===== config.mk =====
export PLATFORM = sky130hd
export DESIGN_NAME = output_port_arbiter_flat
export DESIGN_NICKNAME = d
export VERILOG_FILES = /design/src/rtl/output_port_arbiter_pkg.sv /design/src/rtl/output_port_arbiter_if.sv /design/src/rtl/output_port_arbiter_fifo.sv /design/src/rtl/output_port_arbiter.sv /design/src/flat_wrapper.sv
export SDC_FILE = /design/constraint.sdc
export NUM_CORES = 1
export LEC_CHECK = 0
export BUFFER_PORTS_ARGS = -buffer_cell sky130_fd_sc_hd__buf_2
export CAP_MARGIN = 20
export CORE_AREA = 5 5 190 192
export DETAILED_ROUTE_END_ITERATION = 12
export DIE_AREA = 0 0 195 197
export PLACE_DENSITY = 0.87
export SETUP_SLACK_MARGIN = 0.15
export SLEW_MARGIN = 20
export SYNTH_ARGS = -nofsm -noshare
export SYNTH_HDL_FRONTEND = slang
export SYNTH_SLANG_ARGS = --single-unit

===== constraint.sdc =====
create_clock -name clk -period 9.45 [get_ports clk]
set_input_delay 2.835 -clock clk [delete_from_list [all_inputs] [get_ports clk]]
set_output_delay 2.835 -clock clk [all_outputs]
set_load 0.005 [all_outputs]

===== src/rtl/output_port_arbiter_pkg.sv =====
// Shared types and helpers for the leaf egress arbiter: packet geometry, FSM encodings, clog2.
package output_port_arbiter_pkg;

  localparam int PKT_BITS  = 97;
  localparam int VALID_BIT = PKT_BITS - 1;

  typedef logic [0:0] arb_state_t;
  localparam logic [0:0] S_IDLE  = 1'b0;
  localparam logic [0:0] S_BURST = 1'b1;

  function automatic int clog2(input int value);
    int r;
    int v;
    r = 0;
    v = value - 1;
    while (v > 0) begin
      r++;
      v = v >> 1;
    end
    return r;
  endfunction

endpackage


===== src/rtl/output_port_arbiter_if.sv =====
// Egress bundle between the Output_Port array, the arbiter and the BFT switch.
interface output_port_arbiter_if #(
  parameter int NUM_PORTS   = 4,
  parameter int PACKET_BITS = output_port_arbiter_pkg::PKT_BITS
);
  localparam int PW = (NUM_PORTS > 1) ? output_port_arbiter_pkg::clog2(NUM_PORTS) : 1;

  logic [NUM_PORTS-1:0]             empty_vec;
  logic [NUM_PORTS*PACKET_BITS-1:0] internal_out_vec;
  logic [NUM_PORTS-1:0]             rd_en_sel_vec;
  logic [PACKET_BITS-1:0]           dout_leaf2bft;
  logic                             out_ready;
  logic [PW-1:0]                    grant_port;

  modport master (
    input  empty_vec, internal_out_vec, out_ready,
    output rd_en_sel_vec, dout_leaf2bft, grant_port
  );

  modport slave (
    output empty_vec, internal_out_vec, out_ready,
    input  rd_en_sel_vec, dout_leaf2bft, grant_port
  );
endinterface


===== src/rtl/output_port_arbiter_fifo.sv =====
// Register-based sync FIFO; head is combinational from the read pointer, zero when empty.
// Simultaneous push/pop keeps the count and advances both pointers.
module output_port_arbiter_fifo import output_port_arbiter_pkg::*; #(
  parameter int WIDTH = PKT_BITS,
  parameter int DEPTH = 4
) (
  input  logic                  clk,
  input  logic                  reset,
  input  logic                  i_push,
  input  logic [WIDTH-1:0]      i_push_dat,
  input  logic                  i_pop,
  output logic [WIDTH-1:0]      o_head,
  output logic [clog2(DEPTH):0] o_count
);
  localparam int AW = clog2(DEPTH);
  localparam int CW = AW + 1;
  localparam logic [CW-1:0] FULL = CW'(DEPTH);

  logic [WIDTH-1:0] r_mem [DEPTH];
  logic [AW-1:0]    r_wr_ptr;
  logic [AW-1:0]    r_rd_ptr;
  logic [CW-1:0]    r_count;
  logic             w_do_push;
  logic             w_do_pop;

  assign w_do_pop  = i_pop && (r_count != '0);
  assign w_do_push = i_push && ((r_count != FULL) || w_do_pop);

  always_ff @(posedge clk or posedge reset) begin
    if (reset) begin
      r_wr_ptr <= '0;
      r_rd_ptr <= '0;
      r_count  <= '0;
    end else begin
      if (w_do_push) r_wr_ptr <= r_wr_ptr + 1'b1;
      if (w_do_pop)  r_rd_ptr <= r_rd_ptr + 1'b1;
      case ({w_do_push, w_do_pop})
        2'b10:   r_count <= r_count + 1'b1;
        2'b01:   r_count <= r_count - 1'b1;
        default: r_count <= r_count;
      endcase
    end
  end

  always_ff @(posedge clk) begin
    if (w_do_push) r_mem[r_wr_ptr] <= i_push_dat;
  end

  assign o_head  = (r_count != '0) ? r_mem[r_rd_ptr] : '0;
  assign o_count = r_count;

endmodule


===== src/rtl/output_port_arbiter.sv =====
// Round-robin, burst-limited read grants over NUM_PORTS Output_Ports; captures packets one cycle
// after grant into a small FIFO presented to the BFT, stalling grants when FIFO+in-flight is full.
module output_port_arbiter import output_port_arbiter_pkg::*; #(
  parameter int NUM_PORTS      = 4,
  parameter int PACKET_BITS    = PKT_BITS,
  parameter int MAX_BURST      = 8,
  parameter int OUT_FIFO_DEPTH = 4
) (
  input logic                   clk,
  input logic                   reset,
  output_port_arbiter_if.master bus
);
  localparam int PW = (NUM_PORTS > 1) ? clog2(NUM_PORTS) : 1;
  localparam int BW = clog2(MAX_BURST + 1);
  localparam int CW = clog2(OUT_FIFO_DEPTH) + 1;
  localparam logic [BW-1:0] BURST_MAX = BW'(MAX_BURST);
  localparam logic [PW-1:0] LAST_PORT = PW'(NUM_PORTS - 1);

  arb_state_t             r_state;
  logic [PW-1:0]          r_cur;
  logic [PW-1:0]          r_rr_ptr;
  logic [PW-1:0]          r_sel_d;
  logic [BW-1:0]          r_burst_cnt;
  logic                   r_inflight;
  logic [CW-1:0]          w_fifo_count;
  logic                   w_space_ok;
  logic                   w_found;
  logic [PW-1:0]          w_pick;
  logic [PW-1:0]          w_next_ptr;
  logic                   w_cur_rdy;
  logic                   w_grant;
  logic                   w_last_grant;
  logic                   w_push;
  logic [PACKET_BITS-1:0] w_cap;

  // The in-flight grant reserves a slot so the FIFO never overflows.
  assign w_space_ok = (w_fifo_count + CW'(r_inflight)) < CW'(OUT_FIFO_DEPTH);
  assign w_next_ptr = (r_cur == LAST_PORT) ? '0 : r_cur + 1'b1;
  assign w_cur_rdy  = !bus.empty_vec[r_cur];
  assign w_grant    = (r_state == S_BURST) && w_cur_rdy && w_space_ok && (r_burst_cnt < BURST_MAX);
  assign w_last_grant = w_grant && (r_burst_cnt == BURST_MAX - 1'b1);

  // Descending scan so the nearest port at or above rr_ptr wins.
  always_comb begin
    w_found = 1'b0;
    w_pick  = r_rr_ptr;
    for (int k = NUM_PORTS - 1; k >= 0; k--) begin
      int idx;
      idx = int'(r_rr_ptr) + k;
      if (idx >= NUM_PORTS) idx = idx - NUM_PORTS;
      if (!bus.empty_vec[idx]) begin
        w_found = 1'b1;
        w_pick  = PW'(idx);
      end
    end
  end

  always_comb begin
    bus.rd_en_sel_vec = '0;
    if (w_grant) bus.rd_en_sel_vec[r_cur] = 1'b1;
  end

  always_ff @(posedge clk or posedge reset) begin
    if (reset) begin
      r_state     <= S_IDLE;
      r_cur       <= '0;
      r_rr_ptr    <= '0;
      r_burst_cnt <= '0;
      r_sel_d     <= '0;
      r_inflight  <= 1'b0;
    end else begin
      r_sel_d    <= r_cur;
      r_inflight <= w_grant;
      case (r_state)
        S_IDLE: begin
          if (w_found && w_space_ok) begin
            r_cur       <= w_pick;
            r_burst_cnt <= '0;
            r_state     <= S_BURST;
          end
        end
        S_BURST: begin
          if (w_grant) r_burst_cnt <= r_burst_cnt + 1'b1;
          // Leaving on the last grant keeps the rotation cost to a single IDLE bubble.
          if (!w_cur_rdy || (r_burst_cnt == BURST_MAX) || w_last_grant) begin
            r_rr_ptr <= w_next_ptr;
            r_state  <= S_IDLE;
          end
        end
        default: r_state <= S_IDLE;
      endcase
    end
  end

  assign w_cap  = bus.internal_out_vec[int'(r_sel_d) * PACKET_BITS +: PACKET_BITS];
  assign w_push = r_inflight && w_cap[PACKET_BITS-1];

  output_port_arbiter_fifo #(
    .WIDTH (PACKET_BITS),
    .DEPTH (OUT_FIFO_DEPTH)
  ) u_fifo (
    .clk        (clk),
    .reset      (reset),
    .i_push     (w_push),
    .i_push_dat (w_cap),
    .i_pop      (bus.out_ready),
    .o_head     (bus.dout_leaf2bft),
    .o_count    (w_fifo_count)
  );

  assign bus.grant_port = r_cur;

endmodule

===== src/flat_wrapper.sv =====
// flat-port wrapper written by rule: the top's interface ports become plain ports
module output_port_arbiter_flat import output_port_arbiter_pkg::*;
#(
  parameter int NUM_PORTS      = 4,
  parameter int PACKET_BITS    = PKT_BITS,
  parameter int MAX_BURST      = 8,
  parameter int OUT_FIFO_DEPTH = 4
)
  (clk, reset, bus_empty_vec, bus_internal_out_vec, bus_out_ready, bus_rd_en_sel_vec, bus_dout_leaf2bft, bus_grant_port);
  output_port_arbiter_if #(.NUM_PORTS(NUM_PORTS), .PACKET_BITS(PACKET_BITS)) bus_i ();
  input logic clk;
  input logic reset;
  input wire logic [$bits(bus_i.empty_vec)-1:0] bus_empty_vec;
  input wire logic [$bits(bus_i.internal_out_vec)-1:0] bus_internal_out_vec;
  input wire logic [$bits(bus_i.out_ready)-1:0] bus_out_ready;
  output wire logic [$bits(bus_i.rd_en_sel_vec)-1:0] bus_rd_en_sel_vec;
  output wire logic [$bits(bus_i.dout_leaf2bft)-1:0] bus_dout_leaf2bft;
  output wire logic [$bits(bus_i.grant_port)-1:0] bus_grant_port;
  assign bus_i.empty_vec = bus_empty_vec;
  assign bus_i.internal_out_vec = bus_internal_out_vec;
  assign bus_i.out_ready = bus_out_ready;
  assign bus_rd_en_sel_vec = bus_i.rd_en_sel_vec;
  assign bus_dout_leaf2bft = bus_i.dout_leaf2bft;
  assign bus_grant_port = bus_i.grant_port;
  output_port_arbiter #(.NUM_PORTS(NUM_PORTS), .PACKET_BITS(PACKET_BITS), .MAX_BURST(MAX_BURST), .OUT_FIFO_DEPTH(OUT_FIFO_DEPTH)) u_core (.clk(clk), .reset(reset), .bus(bus_i));
endmodule

==> parameters.txt <==
Parameter                              Value

STA
  Ratio of final minimum period to clock period    75.8%
  RSZ-0062 raised after global routing    no
  Number of endpoints with negative hold slack in the final report    0
  Worst Hold Slack    0.527 ns
  Slew of the pin with the lowest slew margin    1.03 ns
  Min Tclk post-route    7.16 ns
  Fmax    140 MHz
  Post-route clock skew    0.0119 ns
  Summed negative setup slack over all endpoints    0 ns
  Final setup violating endpoints    0
  Final critical-path setup slack    2.29 ns
  Final max-slew violation count    0
  Max-Slew Margin vs Limit    31.5%

Synthesis
  Avg Synthesized Cell Area    21.0 sq um
  Count of yosys warnings during synthesis    0
  Netlist cell types    41
  Post-Syn Nets    1267
  Portion of netlist area occupied by mux cells    24.5%
  Combinational family with the most area after synthesis    multiplexers
  Post-synthesis simple-gate area fraction    4.75%
  Synth top area cells    sky130_fd_sc_hd__edfxtp_1, sky130_fd_sc_hd__mux4_2, sky130_fd_sc_hd__and2_1
  Adder and majority cell fraction of the synthesized area    0.803%
  Proportion of synthesized flip-flops having asynchronous set or reset    4.67%
  Xor-xnor portion of the synthesized cell area    0.381%
  Portion of synthesized cell area occupied by the leading cell type    64.4%
  Top_reg_cell synth    sky130_fd_sc_hd__edfxtp_1
  Leading post-synthesis cells by instance count    sky130_fd_sc_hd__edfxtp_1, sky130_fd_sc_hd__mux4_2, sky130_fd_sc_hd__and2_1
  Post-synth top area cell    sky130_fd_sc_hd__edfxtp_1
  Most repeated cell in the gate-level netlist after synthesis    sky130_fd_sc_hd__edfxtp_1
  Number of instances in the synthesized netlist    861
  Count of flip-flops with a built-in enable after synthesis    388
  Fraction of the yosys area taken by sequential cells    67.1%
  Compound-cell area share of the yosys netlist    0.906%
  Synth Cell Area    18100 sq um
  Number of flip-flops and latches in the synthesized netlist    407

Finish
  Combined flip-flop and latch cell area    12100 sq um
  Synth-to-Final Area Change    24.2%
  Number of nets in the layout    1759
  Layout fillers    2303
  Share of post-route cells with drive strength above 1    56.3%
  Area of combinational cells with multiple inputs    5680 sq um

GRT
  First-pass GRT wire length    66200 microns
  Via count of the first global-routing pass    11600
  Remaining global-route overflow    0
  Number of antenna violations at the first check in global routing    4
  Overall routing resource usage    22.3%
  Pin count of the biggest net entering global routing    101

Setup path
  Worst R2R Path Depth    5
  Endpoint class of the critical path    output port
  Required @ worst endpoint    6.62 ns
  Crit path max fanout    9
  Startpoint-to-endpoint class of the critical path    primary input to output port
  Data arrival time at the worst-slack endpoint    4.33 ns
  Startpoint types    primary input

Clock tree
  Clock transition at the register clock pins on the worst setup and hold paths after CTS    0.06 ns
  Clock tree root buffer cell    sky130_fd_sc_hd__clkbuf_16
  Latest clock arrival within the worst-skew pair    0.52 ns
  TritonCTS Sinks    407
  Number of buffers added by the clock tree synthesis step    41
  Clock H-tree levels    2
  Post-CTS Setup Inserts    0
  Clock buffer depth    3
  TritonCTS clock tree    done
  Quantity of gates resized following cts    0
  Number of buffers added to fix hold violations after cts    0

Floorplanning
  Starting Density    52.9%
  Number of rows created at floorplan    68
  Area of the core    34200 sq um
  Io pins    498
  Die outline height    197 microns
  Die boundary width    195 microns
  Floorplan die area    38400 sq um

Route
  Initial DRC Count    709
  Number of search-and-repair iterations in the first detailed-routing pass    5
  Routed vias    10600
  Final antenna-violating net count    0
  DRC violation count after routing    0
  Total length of routed wires    43600 microns
  Routed length per instance    23.7 microns
  Detailed-route vias per instance    5.75

Placed design
  Half-perimeter wire length of the detailed placement result    29300 microns
  RD Place Congestion    0.863
  Setup slack after placement    2.31 ns
  Port buffer count    497

Run
  Maxcap violations    0

Hold path
  Path type of the worst min-delay path    flop to flop
  Number of stages on the worst hold path    0

Power and ir drop
  Leakage power of the design    0.00832 uW
  Power per Cell Area    301 nW/um^2
  Worst VDD drop    0.255 mV

Outcome
  Outcome    finished, final reports clean
[worst paths after layout]
path	start	slack, ns	endpoint
min in group asynchronous	reset	2.45	u_core.bus.grant_port[1]$_DFFE_PP0P_
worst max-delay path	bus_empty_vec[3]	2.29	bus_rd_en_sel_vec[1]
worst min register to register	u_core.bus.grant_port[1]$_DFFE_PP0P_	0.53	u_core.r_sel_d[1]$_DFF_PP0_
max in group asynchronous	reset	6.44	u_core.u_fifo.r_rd_ptr[0]$_DFFE_PP0P_
worst max register to register	u_core.r_sel_d[1]$_DFF_PP0_	5.50	u_core.u_fifo.r_mem[2][44]$_DFFE_PP_
worst min-delay path	u_core.bus.grant_port[1]$_DFFE_PP0P_	0.53	u_core.r_sel_d[1]$_DFF_PP0_
[critical path, stage by stage]
cell                     delay [ns]
sky130_fd_sc_hd__buf_2         0.14
sky130_fd_sc_hd__mux4_2        0.53
sky130_fd_sc_hd__nor3_2        0.50
sky130_fd_sc_hd__and2_1        0.21
sky130_fd_sc_hd__buf_2         0.11
[flip-flops by register name, indices dropped and copies added, names as in the netlist]
| signal | flops |
|---|---|
| u_core.u_fifo.r_wr_ptr | 2 |
| u_core.u_fifo.o_count | 3 |
| u_core.u_fifo.r_rd_ptr | 2 |
| u_core.r_inflight | 1 |
| u_core.bus.grant_port | 2 |
| u_core.r_rr_ptr | 2 |
| u_core.r_sel_d | 2 |
| u_core.r_burst_cnt | 4 |
| u_core.u_fifo.r_mem | 388 |
| u_core.r_state | 1 |
[stage by stage]
stage	area (sq um)	instances	util [%]	power, uW
after global routing	22500	1842	65.7	7120
after floorplan	18100	861	-	4250
after global placement	21000	1765	61.4	5030
final	22500	1843	65.7	6770
after detailed placement	21000	1765	61.4	5120
after CTS	22400	1841	65.6	6860
[power breakdown]
group	switching (uW)	internal (uW)
combinational	1200	1210
clock	651	1070
sequential	194	2440
total	2040	4730
[placed cells by master, fill, tap and decap left out, types with 2 or more instances in the layout]
master	instances
sky130_fd_sc_hd__a31oi_1	3
sky130_fd_sc_hd__clkinv_2	8
sky130_fd_sc_hd__and2_1	103
sky130_fd_sc_hd__ha_1	10
sky130_fd_sc_hd__mux4_2	195
sky130_fd_sc_hd__clkbuf_1	7
sky130_fd_sc_hd__xnor2_1	5
sky130_fd_sc_hd__nand2_1	12
sky130_fd_sc_hd__dfrtp_4	4
sky130_fd_sc_hd__clkbuf_8	2
sky130_fd_sc_hd__a21oi_1	3
sky130_fd_sc_hd__nand3_1	4
sky130_fd_sc_hd__clkinv_4	2
sky130_fd_sc_hd__dfrtp_1	15
sky130_fd_sc_hd__diode_2	2
sky130_fd_sc_hd__nor2_1	6
sky130_fd_sc_hd__buf_4	9
sky130_fd_sc_hd__nand2b_1	5
sky130_fd_sc_hd__clkinv_1	4
sky130_fd_sc_hd__o21ai_0	10
sky130_fd_sc_hd__buf_2	497
sky130_fd_sc_hd__clkbuf_16	43
sky130_fd_sc_hd__and2_4	4
sky130_fd_sc_hd__edfxtp_1	388
sky130_fd_sc_hd__inv_1	11
sky130_fd_sc_hd__mux2_2	2
sky130_fd_sc_hd__bufinv_16	8
[layer usage]
metal,track usage (%),wire length [microns],vias to the layer above
met5,0,13,-
met4,5.79,1070,2
met3,4.53,3200,77
met2,39.7,23300,483
met1,28.6,16100,5446
li1,-,-,4597
[final cells by class]
class	instances	share of cell area, %
multi-input cells	385	25.3
flip-flops and latches	407	54.1
well taps	455	2.53
clock inverters	24	1.47
repair buffers	507	11.4
inverters	11	0.184
diodes	2	0.0223
clock buffers	52	5.03
[cells by family (layout without fill, tap and decap cells)]
kind of cell,after synthesis,count (layout)
AOI/OAI and AO/OA,25,25
xor gates and xnor gates,7,7
adders and majority gates,11,11
buffers and inverters,69,594
DFF,407,407
muxes,198,198
other,0,2
and+or+nand+nor,144,144
No activity file was read; power rests on OpenSTA's default activity.
